$ cat config.mk
export PLATFORM = sky130hd
export DESIGN_NAME = ex_operand_stage_flat
export DESIGN_NICKNAME = d
export VERILOG_FILES = /design/src/rtl/alu_pkg.sv /design/src/rtl/ex_operand_stage_if.sv /design/src/rtl/fwd_mux.sv /design/src/rtl/ex_operand_stage.sv /design/src/flat_wrapper.sv
export SDC_FILE = /design/constraint.sdc
export NUM_CORES = 1
export LEC_CHECK = 0
export CAP_MARGIN = 30
export CORE_ASPECT_RATIO = 0.8
export CORE_UTILIZATION = 40
export CTS_BUF_LIST = sky130_fd_sc_hd__clkbuf_2
export DETAILED_ROUTE_END_ITERATION = 10
export PLACE_DENSITY_LB_ADDON = 0.1
export SYNTH_ARGS = -nofsm -noshare
export SYNTH_HDL_FRONTEND = slang
export SYNTH_SLANG_ARGS = --single-unit
$ cat constraint.sdc
create_clock -name clk -period 2.6 [get_ports clk]
set_input_delay 0.26 -clock clk [delete_from_list [all_inputs] [get_ports clk]]
set_output_delay 0.26 -clock clk [all_outputs]
set_load 0.05 [all_outputs]
$ cat src/rtl/alu_pkg.sv
// Shared ALU definitions: datapath widths, ALUC op codes, operand-select encodings
// and the payload types carried across the ID/EX boundary.
package alu_pkg;

    localparam int unsigned DW      = 32;
    localparam int unsigned RW      = 5;
    localparam int unsigned ALUC_W  = 4;
    localparam int unsigned IMM_W   = 16;
    localparam int unsigned SHAMT_W = 5;

    // LUI and SLL ignore the low bit of the op code
    localparam logic [ALUC_W-1:0] ALUC_ADDU = 4'b0000;
    localparam logic [ALUC_W-1:0] ALUC_SUBU = 4'b0001;
    localparam logic [ALUC_W-1:0] ALUC_ADD  = 4'b0010;
    localparam logic [ALUC_W-1:0] ALUC_SUB  = 4'b0011;
    localparam logic [ALUC_W-1:0] ALUC_AND  = 4'b0100;
    localparam logic [ALUC_W-1:0] ALUC_OR   = 4'b0101;
    localparam logic [ALUC_W-1:0] ALUC_XOR  = 4'b0110;
    localparam logic [ALUC_W-1:0] ALUC_NOR  = 4'b0111;
    localparam logic [ALUC_W-1:0] ALUC_LUI  = 4'b1000;
    localparam logic [ALUC_W-1:0] ALUC_SLTU = 4'b1010;
    localparam logic [ALUC_W-1:0] ALUC_SLT  = 4'b1011;
    localparam logic [ALUC_W-1:0] ALUC_SRA  = 4'b1100;
    localparam logic [ALUC_W-1:0] ALUC_SRL  = 4'b1101;
    localparam logic [ALUC_W-1:0] ALUC_SLL  = 4'b1110;

    typedef enum logic [1:0] {
        A_SEL_RS    = 2'b00,
        A_SEL_SHAMT = 2'b01,
        A_SEL_ZERO  = 2'b10,
        A_SEL_RSVD  = 2'b11
    } a_sel_e;

    typedef enum logic [1:0] {
        B_SEL_RT   = 2'b00,
        B_SEL_SIMM = 2'b01,
        B_SEL_ZIMM = 2'b10,
        B_SEL_RSVD = 2'b11
    } b_sel_e;

    typedef struct packed {
        logic          ex_valid;
        logic [RW-1:0] ex_addr;
        logic [DW-1:0] ex_data;
        logic          ex_is_load;
        logic          wb_valid;
        logic [RW-1:0] wb_addr;
        logic [DW-1:0] wb_data;
    } fwd_bundle_t;

    typedef struct packed {
        logic [DW-1:0]     a;
        logic [DW-1:0]     b;
        logic [ALUC_W-1:0] aluc;
        logic [RW-1:0]     dst;
        logic              wen;
    } ex_payload_t;

    function automatic logic [DW-1:0] sext_imm(input logic [IMM_W-1:0] imm);
        return {{(DW-IMM_W){imm[IMM_W-1]}}, imm};
    endfunction

    function automatic logic [DW-1:0] zext_imm(input logic [IMM_W-1:0] imm);
        return DW'(imm);
    endfunction

    function automatic logic [DW-1:0] zext_shamt(input logic [SHAMT_W-1:0] shamt);
        return DW'(shamt);
    endfunction

endpackage

$ cat src/rtl/ex_operand_stage_if.sv
// Signal bundle between the decode side, the forwarding network, the operand stage and the ALU.
// master = environment around the stage, slave = the stage itself.
interface ex_operand_stage_if;
    import alu_pkg::*;

    logic                  in_valid;
    logic                  in_ready;
    logic [ALUC_W-1:0]     in_aluc;
    logic [1:0]            in_a_sel;
    logic [1:0]            in_b_sel;
    logic [DW-1:0]         in_rs_data;
    logic [DW-1:0]         in_rt_data;
    logic [RW-1:0]         in_rs_addr;
    logic [RW-1:0]         in_rt_addr;
    logic [SHAMT_W-1:0]    in_shamt;
    logic [IMM_W-1:0]      in_imm;
    logic [RW-1:0]         in_dst;
    logic                  in_wen;

    logic                  fwd_ex_valid;
    logic [RW-1:0]         fwd_ex_addr;
    logic [DW-1:0]         fwd_ex_data;
    logic                  fwd_ex_is_load;
    logic                  fwd_wb_valid;
    logic [RW-1:0]         fwd_wb_addr;
    logic [DW-1:0]         fwd_wb_data;

    logic                  flush;

    logic                  out_valid;
    logic                  out_ready;
    logic [DW-1:0]         alu_a;
    logic [DW-1:0]         alu_b;
    logic [ALUC_W-1:0]     alu_aluc;
    logic [RW-1:0]         out_dst;
    logic                  out_wen;
    logic                  hazard_stall;

    modport master (
        output in_valid, in_aluc, in_a_sel, in_b_sel, in_rs_data, in_rt_data,
               in_rs_addr, in_rt_addr, in_shamt, in_imm, in_dst, in_wen,
               fwd_ex_valid, fwd_ex_addr, fwd_ex_data, fwd_ex_is_load,
               fwd_wb_valid, fwd_wb_addr, fwd_wb_data, flush, out_ready,
        input  in_ready, out_valid, alu_a, alu_b, alu_aluc, out_dst, out_wen, hazard_stall
    );

    modport slave (
        input  in_valid, in_aluc, in_a_sel, in_b_sel, in_rs_data, in_rt_data,
               in_rs_addr, in_rt_addr, in_shamt, in_imm, in_dst, in_wen,
               fwd_ex_valid, fwd_ex_addr, fwd_ex_data, fwd_ex_is_load,
               fwd_wb_valid, fwd_wb_addr, fwd_wb_data, flush, out_ready,
        output in_ready, out_valid, alu_a, alu_b, alu_aluc, out_dst, out_wen, hazard_stall
    );

endinterface

$ cat src/rtl/fwd_mux.sv
// Resolves one source operand against the EX/MEM and MEM/WB forwarding paths.
// load_hit_o flags a used source that depends on a load still in EX.
module fwd_mux
    import alu_pkg::*;
(
    input  logic          used_i,
    input  logic [RW-1:0] addr_i,
    input  logic [DW-1:0] rf_data_i,
    input  fwd_bundle_t   fwd_i,
    output logic [DW-1:0] data_o,
    output logic          load_hit_o
);

    logic live;
    logic ex_match;
    logic wb_match;

    // $0 is hardwired, so it never matches a forwarding path
    always_comb begin
        live       = used_i && (addr_i != '0);
        ex_match   = live && fwd_i.ex_valid && (fwd_i.ex_addr == addr_i);
        wb_match   = live && fwd_i.wb_valid && (fwd_i.wb_addr == addr_i);
        load_hit_o = ex_match && fwd_i.ex_is_load;
        data_o     = rf_data_i;
        if (ex_match && !fwd_i.ex_is_load) begin
            data_o = fwd_i.ex_data;
        end else if (wb_match) begin
            data_o = fwd_i.wb_data;
        end
    end

endmodule

$ cat src/rtl/ex_operand_stage.sv
// ID/EX boundary register: operand selection, EX/WB forwarding, load-use stall
// and a single valid/ready output slot feeding the ALU.
module ex_operand_stage
    import alu_pkg::*;
(
    input  logic               clk,
    input  logic               rst,
    ex_operand_stage_if.slave  bus
);

    fwd_bundle_t fwd;
    logic        rs_used;
    logic        rt_used;
    logic [DW-1:0] rs_val;
    logic [DW-1:0] rt_val;
    logic        rs_load_hit;
    logic        rt_load_hit;

    logic        hazard;
    logic        in_ready;
    logic        capture;
    logic [DW-1:0] op_a;
    logic [DW-1:0] op_b;

    ex_payload_t payload_q;
    ex_payload_t payload_d;
    logic        valid_q;
    logic        valid_d;

    always_comb begin
        fwd.ex_valid   = bus.fwd_ex_valid;
        fwd.ex_addr    = bus.fwd_ex_addr;
        fwd.ex_data    = bus.fwd_ex_data;
        fwd.ex_is_load = bus.fwd_ex_is_load;
        fwd.wb_valid   = bus.fwd_wb_valid;
        fwd.wb_addr    = bus.fwd_wb_addr;
        fwd.wb_data    = bus.fwd_wb_data;
    end

    assign rs_used = (bus.in_a_sel == A_SEL_RS);
    assign rt_used = (bus.in_b_sel == B_SEL_RT);

    fwd_mux u_fwd_rs (
        .used_i     (rs_used),
        .addr_i     (bus.in_rs_addr),
        .rf_data_i  (bus.in_rs_data),
        .fwd_i      (fwd),
        .data_o     (rs_val),
        .load_hit_o (rs_load_hit)
    );

    fwd_mux u_fwd_rt (
        .used_i     (rt_used),
        .addr_i     (bus.in_rt_addr),
        .rf_data_i  (bus.in_rt_data),
        .fwd_i      (fwd),
        .data_o     (rt_val),
        .load_hit_o (rt_load_hit)
    );

    // Reserved select codes fall through to the zero / zero-extended choices
    always_comb begin
        op_a = '0;
        op_b = zext_imm(bus.in_imm);
        case (a_sel_e'(bus.in_a_sel))
            A_SEL_RS:    op_a = rs_val;
            A_SEL_SHAMT: op_a = zext_shamt(bus.in_shamt);
            default:     op_a = '0;
        endcase
        case (b_sel_e'(bus.in_b_sel))
            B_SEL_RT:   op_b = rt_val;
            B_SEL_SIMM: op_b = sext_imm(bus.in_imm);
            default:    op_b = zext_imm(bus.in_imm);
        endcase
    end

    assign hazard   = bus.in_valid && (rs_load_hit || rt_load_hit);
    assign in_ready = (!valid_q || bus.out_ready) && !hazard;
    assign capture  = bus.in_valid && in_ready && !bus.flush;

    // Flush wins over capture and drain; capture alone keeps the slot full
    always_comb begin
        valid_d   = valid_q;
        payload_d = payload_q;
        if (bus.flush) begin
            valid_d       = 1'b0;
            payload_d.wen = 1'b0;
        end else if (capture) begin
            valid_d        = 1'b1;
            payload_d.a    = op_a;
            payload_d.b    = op_b;
            payload_d.aluc = bus.in_aluc;
            payload_d.dst  = bus.in_dst;
            payload_d.wen  = bus.in_wen;
        end else if (valid_q && bus.out_ready) begin
            valid_d = 1'b0;
        end
    end

    always_ff @(posedge clk or posedge rst) begin
        if (rst) begin
            valid_q   <= 1'b0;
            payload_q <= '0;
        end else begin
            valid_q   <= valid_d;
            payload_q <= payload_d;
        end
    end

    assign bus.in_ready     = in_ready;
    assign bus.hazard_stall = hazard;
    assign bus.out_valid    = valid_q;
    assign bus.alu_a        = payload_q.a;
    assign bus.alu_b        = payload_q.b;
    assign bus.alu_aluc     = payload_q.aluc;
    assign bus.out_dst      = payload_q.dst;
    assign bus.out_wen      = payload_q.wen;

endmodule

$ cat src/flat_wrapper.sv
// flat-port wrapper written by rule: the top's interface ports become plain ports
module ex_operand_stage_flat import alu_pkg::*;
  (clk, rst, bus_in_valid, bus_in_aluc, bus_in_a_sel, bus_in_b_sel, bus_in_rs_data, bus_in_rt_data, bus_in_rs_addr, bus_in_rt_addr, bus_in_shamt, bus_in_imm, bus_in_dst, bus_in_wen, bus_fwd_ex_valid, bus_fwd_ex_addr, bus_fwd_ex_data, bus_fwd_ex_is_load, bus_fwd_wb_valid, bus_fwd_wb_addr, bus_fwd_wb_data, bus_flush, bus_out_ready, bus_in_ready, bus_out_valid, bus_alu_a, bus_alu_b, bus_alu_aluc, bus_out_dst, bus_out_wen, bus_hazard_stall);
  ex_operand_stage_if bus_i ();
  input  logic clk;
  input  logic rst;
  input wire logic [$bits(bus_i.in_valid)-1:0] bus_in_valid;
  input wire logic [$bits(bus_i.in_aluc)-1:0] bus_in_aluc;
  input wire logic [$bits(bus_i.in_a_sel)-1:0] bus_in_a_sel;
  input wire logic [$bits(bus_i.in_b_sel)-1:0] bus_in_b_sel;
  input wire logic [$bits(bus_i.in_rs_data)-1:0] bus_in_rs_data;
  input wire logic [$bits(bus_i.in_rt_data)-1:0] bus_in_rt_data;
  input wire logic [$bits(bus_i.in_rs_addr)-1:0] bus_in_rs_addr;
  input wire logic [$bits(bus_i.in_rt_addr)-1:0] bus_in_rt_addr;
  input wire logic [$bits(bus_i.in_shamt)-1:0] bus_in_shamt;
  input wire logic [$bits(bus_i.in_imm)-1:0] bus_in_imm;
  input wire logic [$bits(bus_i.in_dst)-1:0] bus_in_dst;
  input wire logic [$bits(bus_i.in_wen)-1:0] bus_in_wen;
  input wire logic [$bits(bus_i.fwd_ex_valid)-1:0] bus_fwd_ex_valid;
  input wire logic [$bits(bus_i.fwd_ex_addr)-1:0] bus_fwd_ex_addr;
  input wire logic [$bits(bus_i.fwd_ex_data)-1:0] bus_fwd_ex_data;
  input wire logic [$bits(bus_i.fwd_ex_is_load)-1:0] bus_fwd_ex_is_load;
  input wire logic [$bits(bus_i.fwd_wb_valid)-1:0] bus_fwd_wb_valid;
  input wire logic [$bits(bus_i.fwd_wb_addr)-1:0] bus_fwd_wb_addr;
  input wire logic [$bits(bus_i.fwd_wb_data)-1:0] bus_fwd_wb_data;
  input wire logic [$bits(bus_i.flush)-1:0] bus_flush;
  input wire logic [$bits(bus_i.out_ready)-1:0] bus_out_ready;
  output wire logic [$bits(bus_i.in_ready)-1:0] bus_in_ready;
  output wire logic [$bits(bus_i.out_valid)-1:0] bus_out_valid;
  output wire logic [$bits(bus_i.alu_a)-1:0] bus_alu_a;
  output wire logic [$bits(bus_i.alu_b)-1:0] bus_alu_b;
  output wire logic [$bits(bus_i.alu_aluc)-1:0] bus_alu_aluc;
  output wire logic [$bits(bus_i.out_dst)-1:0] bus_out_dst;
  output wire logic [$bits(bus_i.out_wen)-1:0] bus_out_wen;
  output wire logic [$bits(bus_i.hazard_stall)-1:0] bus_hazard_stall;
  assign bus_i.in_valid = bus_in_valid;
  assign bus_i.in_aluc = bus_in_aluc;
  assign bus_i.in_a_sel = bus_in_a_sel;
  assign bus_i.in_b_sel = bus_in_b_sel;
  assign bus_i.in_rs_data = bus_in_rs_data;
  assign bus_i.in_rt_data = bus_in_rt_data;
  assign bus_i.in_rs_addr = bus_in_rs_addr;
  assign bus_i.in_rt_addr = bus_in_rt_addr;
  assign bus_i.in_shamt = bus_in_shamt;
  assign bus_i.in_imm = bus_in_imm;
  assign bus_i.in_dst = bus_in_dst;
  assign bus_i.in_wen = bus_in_wen;
  assign bus_i.fwd_ex_valid = bus_fwd_ex_valid;
  assign bus_i.fwd_ex_addr = bus_fwd_ex_addr;
  assign bus_i.fwd_ex_data = bus_fwd_ex_data;
  assign bus_i.fwd_ex_is_load = bus_fwd_ex_is_load;
  assign bus_i.fwd_wb_valid = bus_fwd_wb_valid;
  assign bus_i.fwd_wb_addr = bus_fwd_wb_addr;
  assign bus_i.fwd_wb_data = bus_fwd_wb_data;
  assign bus_i.flush = bus_flush;
  assign bus_i.out_ready = bus_out_ready;
  assign bus_in_ready = bus_i.in_ready;
  assign bus_out_valid = bus_i.out_valid;
  assign bus_alu_a = bus_i.alu_a;
  assign bus_alu_b = bus_i.alu_b;
  assign bus_alu_aluc = bus_i.alu_aluc;
  assign bus_out_dst = bus_i.out_dst;
  assign bus_out_wen = bus_i.out_wen;
  assign bus_hazard_stall = bus_i.hazard_stall;
  ex_operand_stage u_core (.clk(clk), .rst(rst), .bus(bus_i));
endmodule
==> parameters.txt, run 1 <==
Parameter                              Value

Run status
  Outcome    finished, final reports clean

Logic synthesis
  Post-synthesis instance total    449
  Sequential element share of the synthesized area    between 40% and 50%
  Top cell type's share of synthesized area    between 40% and 50%
  Top area cells in the synthesized netlist    sky130_fd_sc_hd__dfrtp_1 40%, sky130_fd_sc_hd__mux2i_1 11%, sky130_fd_sc_hd__mux2_2 6.1%, sky130_fd_sc_hd__a22o_1 5.7%, sky130_fd_sc_hd__a21oi_1 4.2%
  Count of flip-flops with a built-in enable after synthesis    0
  Commonest cells in the netlist    75 x sky130_fd_sc_hd__dfrtp_1, 51 x sky130_fd_sc_hd__mux2i_1, 39 x sky130_fd_sc_hd__a21oi_1, 33 x sky130_fd_sc_hd__o21ai_0, 32 x sky130_fd_sc_hd__nor2_1
  Mean cell area of the mapped netlist    between 10 and 15 um^2
  Largest area contributor in the synthesized netlist    sky130_fd_sc_hd__dfrtp_1
  Synth async-reset ratio    100%
  Post-synthesis instance area    approximately 4600 um^2
  Synth Warn #    0
  Most frequent cell after synthesis    sky130_fd_sc_hd__dfrtp_1
  Library cells used by synthesis    41
  Number of synthesized register bits    75
  Synth Net Count    640
  Most frequently used flop master after synthesis    sky130_fd_sc_hd__dfrtp_1

Die
  Io pins    268
  Die X-Extent    roughly 120 um
  Core region area    11100 um^2
  Number of standard-cell rows in the floorplan    34
  Overall die height    98.4 um
  Overall die area    12000 um^2
  Effective utilization at floorplan    41.8%

Timing
  Max-Slew Margin vs Limit    30.7%
  Unrepaired setup endpoints after global routing    no
  Final Max Slew Viols    0
  Time the worst path needs with I/O delays and setup    2.45 ns
  Final setup violation count    0
  Fin crit share    between 90% and 100%
  Hold Vio Cnt, Final    0
  Fin Clk Skew    0.0217 ns
  Setup TNS after final layout    0 ns
  Worst hold slack after final layout    0.294 ns
  Slew at the pin with the worst max-slew slack    1.04 ns
  Timing-limited maximum frequency    407 MHz

Clocking
  Total clock buffers created by CTS    9
  Clock-pin transition on the worst setup and hold timing paths    roughly 0.22 ns
  Count of H-tree levels built during CTS    3
  # Post-CTS Setup Buffers    0
  Cell at the root of the clock tree    sky130_fd_sc_hd__clkbuf_2
  Clock sink count    between 70 and 80
  TritonCTS clock tree    yes
  Bufs on Longest Clock Path    2
  Clock Latency Late Sink    0.54 ns

Worst setup path
  CP endpoint kind    output port
  Req. time, crit path    about 2.3 ns
  Kind of start point of the critical path    primary input
  Data arrival time of the critical path    2.19 ns
  Highest net fanout along the worst path    4
  Class of the most critical setup path    primary input to output port

Final layout
  Nets    914
  Fin cells    a little under 900
  Number of inserted diodes    0
  Area growth from synthesis to layout    67.4%
  Finished Cell Area    7780 um^2
  Share of layout cells above drive strength 1    12.9%

Routing
  DRC errors left    0
  DR pass1 iterations    4
  Post-DR vias/cell    approximately 5.5
  Count of nets left with antenna violations after detail routing    0
  DR WL/cell    19.3 um
  First DRT Iteration DRCs    roughly 300
  Wire length reported by the detailed router    16800 um
  Total via count after detailed routing    4758

Power and ir drop
  Max rail drop VDD    ~320 uV
  Portion of total power attributed to sequential cells    between 30% and 40%
  Part of the power in the clock network    between 15 and 20%
  Net switching power    1.50 mW
  Cell Int Power    2.30 mW
  Cell Pwr Density    488 nW/um^2
  Leakage component of the power    about 3 nW
  Gate power share    between 40 and 50%
  Fraction of power spent switching nets    39.5%

Global routing
  Largest net degree at the start of global routing    49
  Initial antenna violation count    0
  Via count of the first global-routing pass    5001
  GRT Overall Usage    28.0%
  Wire length of the first global-routing pass    25600 um
  Residual overflow from global routing    0

Placement
  Last weighted congestion value of the routability-driven placer    0.855
  Post-detailed-placement cell area    7650 um^2
  Placed wire-length estimate after detailed placement    12900 um
  Number of buffers inserted by port buffering    267
  Placed cells    about 860

Min path
  Class of the tightest hold or removal check    primary input to flip-flop

Flow run
  Max cap viols    0
-- per-layer routing --
layer / GRT usage (%) / part of all wire (%) / vias to the layer above
met5: 0 / 0 / -
met4: 5.44 / 0.86 / 0
met3: 8.00 / 7.4 / 14
met2: 49.6 / 50 / 196
met1: 33.6 / 41 / 2324
li1: - / - / 2224
-- stage by stage --
stage | utilization (%) | power (mW) | worst slack (ns)
floorplan | - | 2.36 | 0.211
global placement | 68.9 | 3.12 | 0.0410
detailed placement | 68.9 | 3.14 | -0.0405
CTS | 70.0 | 3.83 | 0.0296
global route | 70.0 | 3.96 | 0.0104
finish | 70.0 | 3.80 | 0.145
-- layout make-up --
cell class	instances	area, um^2
Inverter	4	16.3
Tap cell	144	180
Clock inverter	7	67.6
Multi-Input combinational cell	338	2600
Fill cell	840	3330
Clock buffer	9	45.0
Timing Repair Buffer	295	2990
Sequential cell	75	1880
-- kinds of logic (layout without fill, tap and decap cells) --
logic type | count (synthesis) | in the layout | share of synthesized area (%)
multiplexers | 89 | 89 | 21.3
buffers and inverters | 36 | 315 | 4.39
AND/OR/NAND/NOR | 81 | 81 | 8.76
flip-flops | 75 | 75 | 40.4
AO/OA/AOI/OAI | 148 | 148 | 21.4
XOR/XNOR | 20 | 20 | 3.77
-- sequential cells by signal, indices dropped and copies added (netlist names) --
name / flops
u_core.bus.alu_a: 32
u_core.bus.alu_b: 32
u_core.bus.out_dst: 5
u_core.bus.alu_aluc: 4
u_core.bus.out_valid: 1
u_core.bus.out_wen: 1
-- power groups by stage --
stage               Combinational (mW)  Sequential, mW  Clock [mW]
global route                      1.78            1.44       0.740
global placement                  1.68            1.44           0
floorplan                        0.362            2.00           0
finish                            1.70            1.42       0.673
CTS                               1.71            1.42       0.695
detailed placement                1.70            1.44           0
-- timing repair --
item / in CTS / in global routing
gates resized for setup: 0 / 1
hold endpoints to repair: 6 / 0
setup endpoints to repair: 0 / 2
hold buffers: 1 / 0
-- worst max-delay path, stage by stage --
cell                              delay, ns
sky130_fd_sc_hd__clkdlybuf4s50_1       0.49
sky130_fd_sc_hd__xor2_1                0.19
sky130_fd_sc_hd__nor4_2                0.43
sky130_fd_sc_hd__buf_4                 0.19
sky130_fd_sc_hd__nand3_1               0.08
sky130_fd_sc_hd__a21oi_2               0.30
sky130_fd_sc_hd__a21oi_2               0.05
sky130_fd_sc_hd__buf_4                 0.20
-- final timing paths --
kind | startpoint | to | slack [ns] | depth (start not counted)
worst max-delay path | bus_in_rt_addr[1] | bus_in_ready | 0.15 | 8
worst min-delay path | bus_in_wen | u_core.bus.out_wen$_DFFE_PP0P_ | 0.29 | 3
worst max register to register | u_core.bus.out_valid$_DFFE_PP0P_ | u_core.bus.alu_a[23]$_DFFE_PP0P_ | 0.86 | 8
worst min register to register | u_core.bus.alu_b[28]$_DFFE_PP0P_ | u_core.bus.alu_b[28]$_DFFE_PP0P_ | 0.52 | 2
max in group asynchronous | rst | u_core.bus.alu_b[5]$_DFFE_PP0P_ | 1.34 | 4
min in group asynchronous | rst | u_core.bus.alu_b[28]$_DFFE_PP0P_ | 0.59 | 3
-- placed cells by master (no fill, tap or decap), types with 2 or more instances in the layout --
cell type,synthesis,layout
sky130_fd_sc_hd__a21o_1,5,5
sky130_fd_sc_hd__a21oi_1,39,37
sky130_fd_sc_hd__a21oi_2,0,2
sky130_fd_sc_hd__a221oi_1,13,13
sky130_fd_sc_hd__a22o_1,30,30
sky130_fd_sc_hd__a22oi_1,16,16
sky130_fd_sc_hd__buf_12,0,9
sky130_fd_sc_hd__buf_4,2,20
sky130_fd_sc_hd__clkbuf_2,0,9
sky130_fd_sc_hd__clkdlybuf4s50_1,0,265
sky130_fd_sc_hd__clkinv_1,0,2
sky130_fd_sc_hd__clkinv_2,0,2
sky130_fd_sc_hd__dfrtp_1,75,75
sky130_fd_sc_hd__inv_1,4,3
sky130_fd_sc_hd__mux2_2,25,25
sky130_fd_sc_hd__mux2_4,13,13
sky130_fd_sc_hd__mux2i_1,51,51
sky130_fd_sc_hd__nand2_1,20,20
sky130_fd_sc_hd__nand2b_1,2,2
sky130_fd_sc_hd__nand3_1,4,3
sky130_fd_sc_hd__nand4_1,4,4
sky130_fd_sc_hd__nor2_1,32,32
sky130_fd_sc_hd__nor2b_1,7,7
sky130_fd_sc_hd__nor3_4,1,3
sky130_fd_sc_hd__nor4_1,2,2
sky130_fd_sc_hd__o211ai_1,3,3
sky130_fd_sc_hd__o21ai_0,33,33
sky130_fd_sc_hd__o21ai_1,4,4
sky130_fd_sc_hd__xnor2_1,12,12
sky130_fd_sc_hd__xor2_1,8,8
No activity file was read; power rests on OpenSTA's default activity.
==> run 2, diff against run 1 <==
ABC_AREA = 1   (was default)
SLEW_MARGIN = 10   (was default)
==> parameters.txt, run 2 <==
Parameter                              Value

Logic synthesis
  Synth Net Count    1214 (+90%)
  Library cells used by synthesis    23 (-44%)
  Commonest cells in the netlist    523 x sky130_fd_sc_hd__nand2_1, 123 x sky130_fd_sc_hd__inv_1, 104 x sky130_fd_sc_hd__nor2_1, 75 x sky130_fd_sc_hd__dfrtp_1, 49 x sky130_fd_sc_hd__nand3_1
  Number of synthesized register bits    75 (unchanged)
  Sequential element share of the synthesized area    32.3% (-8.1 points)
  Largest area contributor in the synthesized netlist    sky130_fd_sc_hd__nand2_1
  Top cell type's share of synthesized area    33.8% (-6.6 points)
  Synth Warn #    0 (unchanged)
  Mean cell area of the mapped netlist    5.68 um^2 (-45%)
  Synth async-reset ratio    100% (unchanged)
  Most frequently used flop master after synthesis    sky130_fd_sc_hd__dfrtp_1
  Most frequent cell after synthesis    sky130_fd_sc_hd__nand2_1
  Count of flip-flops with a built-in enable after synthesis    0 (unchanged)
  Top area cells in the synthesized netlist    sky130_fd_sc_hd__nand2_1 34%, sky130_fd_sc_hd__dfrtp_1 32%, sky130_fd_sc_hd__inv_1 7.9%, sky130_fd_sc_hd__nor2_1 6.7%, sky130_fd_sc_hd__nand3_1 4.2%
  Post-synthesis instance area    5810 um^2 (+25%)
  Post-synthesis instance total    1023 (+130%)

Final layout
  Final design utilization    63.9% (-6.2 points)
  Leading cell types in the layout, fill and taps excluded    523 x sky130_fd_sc_hd__nand2_1, 265 x sky130_fd_sc_hd__clkdlybuf4s50_1, 122 x sky130_fd_sc_hd__inv_1, 103 x sky130_fd_sc_hd__nor2_1, 75 x sky130_fd_sc_hd__dfrtp_1
  Fin cells    1457 (+67%)
  Area growth from synthesis to layout    52.6%
  Nets    1464 (+60%)
  Leading cell type in the layout, fill and taps excluded    sky130_fd_sc_hd__nand2_1
  Number of inserted diodes    0 (unchanged)
  Share of layout cells above drive strength 1    4.54% (-8.4 points)
  Finished Cell Area    8860 um^2 (+14%)

Placement
  Worst setup slack after placement    0.258 ns (+0.299 ns)
  Last weighted congestion value of the routability-driven placer    0.883 (+3.2%)
  Placed wire-length estimate after detailed placement    15700 um (+22%)
  Post-detailed-placement cell area    8750 um^2 (+14%)
  Number of buffers inserted by port buffering    267 (unchanged)
  Placed cells    1442 (+69%)

Global routing
  Wire length of the first global-routing pass    33100 um (+29%)
  Initial antenna violation count    0 (unchanged)
  GRT Overall Usage    28.6% (+0.60 points)
  Residual overflow from global routing    0 (unchanged)
  Via count of the first global-routing pass    6631 (+33%)
  Largest net degree at the start of global routing    76 (+55%)

Routing
  First DRT Iteration DRCs    591 (+99%)
  Post-DR vias/cell    4.89 (-10%)
  DR WL/cell    14.5 um (-25%)
  Wire length reported by the detailed router    21100 um (+26%)
  Total via count after detailed routing    7121 (+50%)
  Count of nets left with antenna violations after detail routing    0 (unchanged)
  DR pass1 iterations    5 (+1)
  DRC errors left    0 (unchanged)

Clocking
  Number of hold-repair buffers added at the cts stage    0 (-1)
  Clock sink count    75 (unchanged)
  Total of cells resized after clock tree synthesis    0 (unchanged)
  # Post-CTS Setup Buffers    0 (unchanged)
  Total clock buffers created by CTS    9 (unchanged)
  Clock-pin transition on the worst setup and hold timing paths    0.24 ns (+0.02 ns)
  TritonCTS clock tree    yes
  Cell at the root of the clock tree    sky130_fd_sc_hd__clkbuf_2
  Clock Latency Late Sink    0.60 ns (+0.06 ns)
  Count of H-tree levels built during CTS    3 (unchanged)
  Bufs on Longest Clock Path    2 (unchanged)

Die
  Effective utilization at floorplan    41.8% (about the same)
  Overall die area    15000 um^2 (+25%)
  Number of standard-cell rows in the floorplan    38 (+12%)
  Io pins    268 (unchanged)
  Core region area    13900 um^2 (+25%)
  Overall die height    110 um (+12%)
  Die X-Extent    137 um (+12%)

Timing
  Setup TNS after final layout    0 ns (unchanged)
  Timing-limited maximum frequency    438 MHz (+7.6%)
  Slew at the pin with the worst max-slew slack    0.746 ns (-0.291 ns)
  Hold Vio Cnt, Final    0 (unchanged)
  Fin Clk Skew    0.0424 ns (+0.0206 ns)
  Min setup slack post-route    0.318 ns (+0.173 ns)
  Max-Slew Margin vs Limit    50.1% (+19 points)
  Final Max Slew Viols    0 (unchanged)
  Time the worst path needs with I/O delays and setup    2.28 ns (-0.173 ns)
  Unrepaired setup endpoints after global routing    no
  Worst hold slack after final layout    0.0189 ns (-0.275 ns)
  Final setup violation count    0 (unchanged)
  Fin crit share    87.8% (-6.7 points)

Worst setup path
  Cell mode on critical path    sky130_fd_sc_hd__nand2_1
  Highest net fanout along the worst path    5 (+1)
  Cell-by-cell trace of the critical path    clkdlybuf4s50_1, nor2_1, nand4_1, nand2_1, clkinv_1, nand2_1, nand2_1, nand2_1, inv_1, nor2_1, buf_12
  Crit-path slowest cell    sky130_fd_sc_hd__clkdlybuf4s50_1
  Reg-to-reg slack, setup    1.04 ns (+0.18 ns)
  Kind of start point of the critical path    primary input
  Class of the most critical setup path    primary input to output port
  Data arrival time of the critical path    2.02 ns (-0.17 ns)
  Delay contributed by the slowest stage of the critical path    0.50 ns (about the same)
  Req. time, crit path    2.34 ns (about the same)
  CP endpoint kind    output port

Run status
  Outcome    finished, final reports clean

Power and ir drop
  Final total power    3.76 mW (-0.82%)
  Leakage component of the power    4.89 nW (+60%)
  Max rail drop VDD    411 uV (+27%)
  Cell Pwr Density    425 nW/um^2 (-13%)

Min path
  Class of the tightest hold or removal check    primary input to async pin

Flow run
  Max cap viols    0 (unchanged)
run 2: cell types whose count changed in the layout (fill, tap and decap cells not counted), moves of 13 or more:
cell	delta
sky130_fd_sc_hd__a21oi_1	-36
sky130_fd_sc_hd__a221oi_1	-13
sky130_fd_sc_hd__a22o_1	-30
sky130_fd_sc_hd__a22oi_1	-16
sky130_fd_sc_hd__inv_1	+119
sky130_fd_sc_hd__mux2_2	-25
sky130_fd_sc_hd__mux2_4	-13
sky130_fd_sc_hd__mux2i_1	-51
sky130_fd_sc_hd__nand2_1	+503
sky130_fd_sc_hd__nand3_1	+45
sky130_fd_sc_hd__nand4_1	+35
sky130_fd_sc_hd__nor2_1	+71
run 2: kinds of logic after synthesis:
family / synth area share, %
simple gates: 51.3
buf+inv: 12.9
flops: 32.3
compound gates: 3.12
xor+xnor: 0.452
run 2: where the power goes:
| part | switching, mW | total, mW | internal [mW] |
|---|---|---|---|
| Clock | 0.486 | 0.703 | 0.217 |
| Combinational | 0.999 | 1.67 | 0.671 |
| Sequential | 0.0841 | 1.39 | 1.31 |
run 2: layout make-up:
cell class,instances,area (um^2)
repair buffers,291,2960
clock buffers,9,45.0
clock inverters,6,67.6
flip-flops and latches,75,1880
fillers,1380,5020
well taps,180,225
inverters,127,478
multi-input cells,769,3210
run 2: final timing paths:
path	startpoint	endpoint	depth (start not counted)
worst max-delay path	bus_in_rt_addr[0]	bus_in_ready	11
worst min-delay path	rst	u_core.bus.alu_a[1]$_DFFE_PP0P_	3
worst max register to register	u_core.bus.out_valid$_DFFE_PP0P_	u_core.bus.alu_a[29]$_DFFE_PP0P_	8
worst min register to register	u_core.bus.alu_a[9]$_DFFE_PP0P_	u_core.bus.alu_a[9]$_DFFE_PP0P_	2
max in group asynchronous	rst	u_core.bus.alu_b[6]$_DFFE_PP0P_	3
min in group clk	bus_in_dst[3]	u_core.bus.out_dst[3]$_DFFE_PP0P_	3
run 2: worst max-delay path: cells and delay by family:
| family | cells | cell delay, ns |
|---|---|---|
| buf+inv | 4 | 0.92 |
| simple gates | 7 | 0.83 |
run 2: metal layers:
| metal | wire (um) | global-route usage, % | vias up | share of wire (%) |
|---|---|---|---|---|
| met5 | 0 | 0 | - | 0 |
| met4 | 385 | 8.25 | 0 | 1.8 |
| met3 | 2280 | 8.48 | 29 | 11 |
| met2 | 9510 | 47.0 | 325 | 45 |
| met1 | 8910 | 36.3 | 3181 | 42 |
| li1 | - | - | 3586 | - |
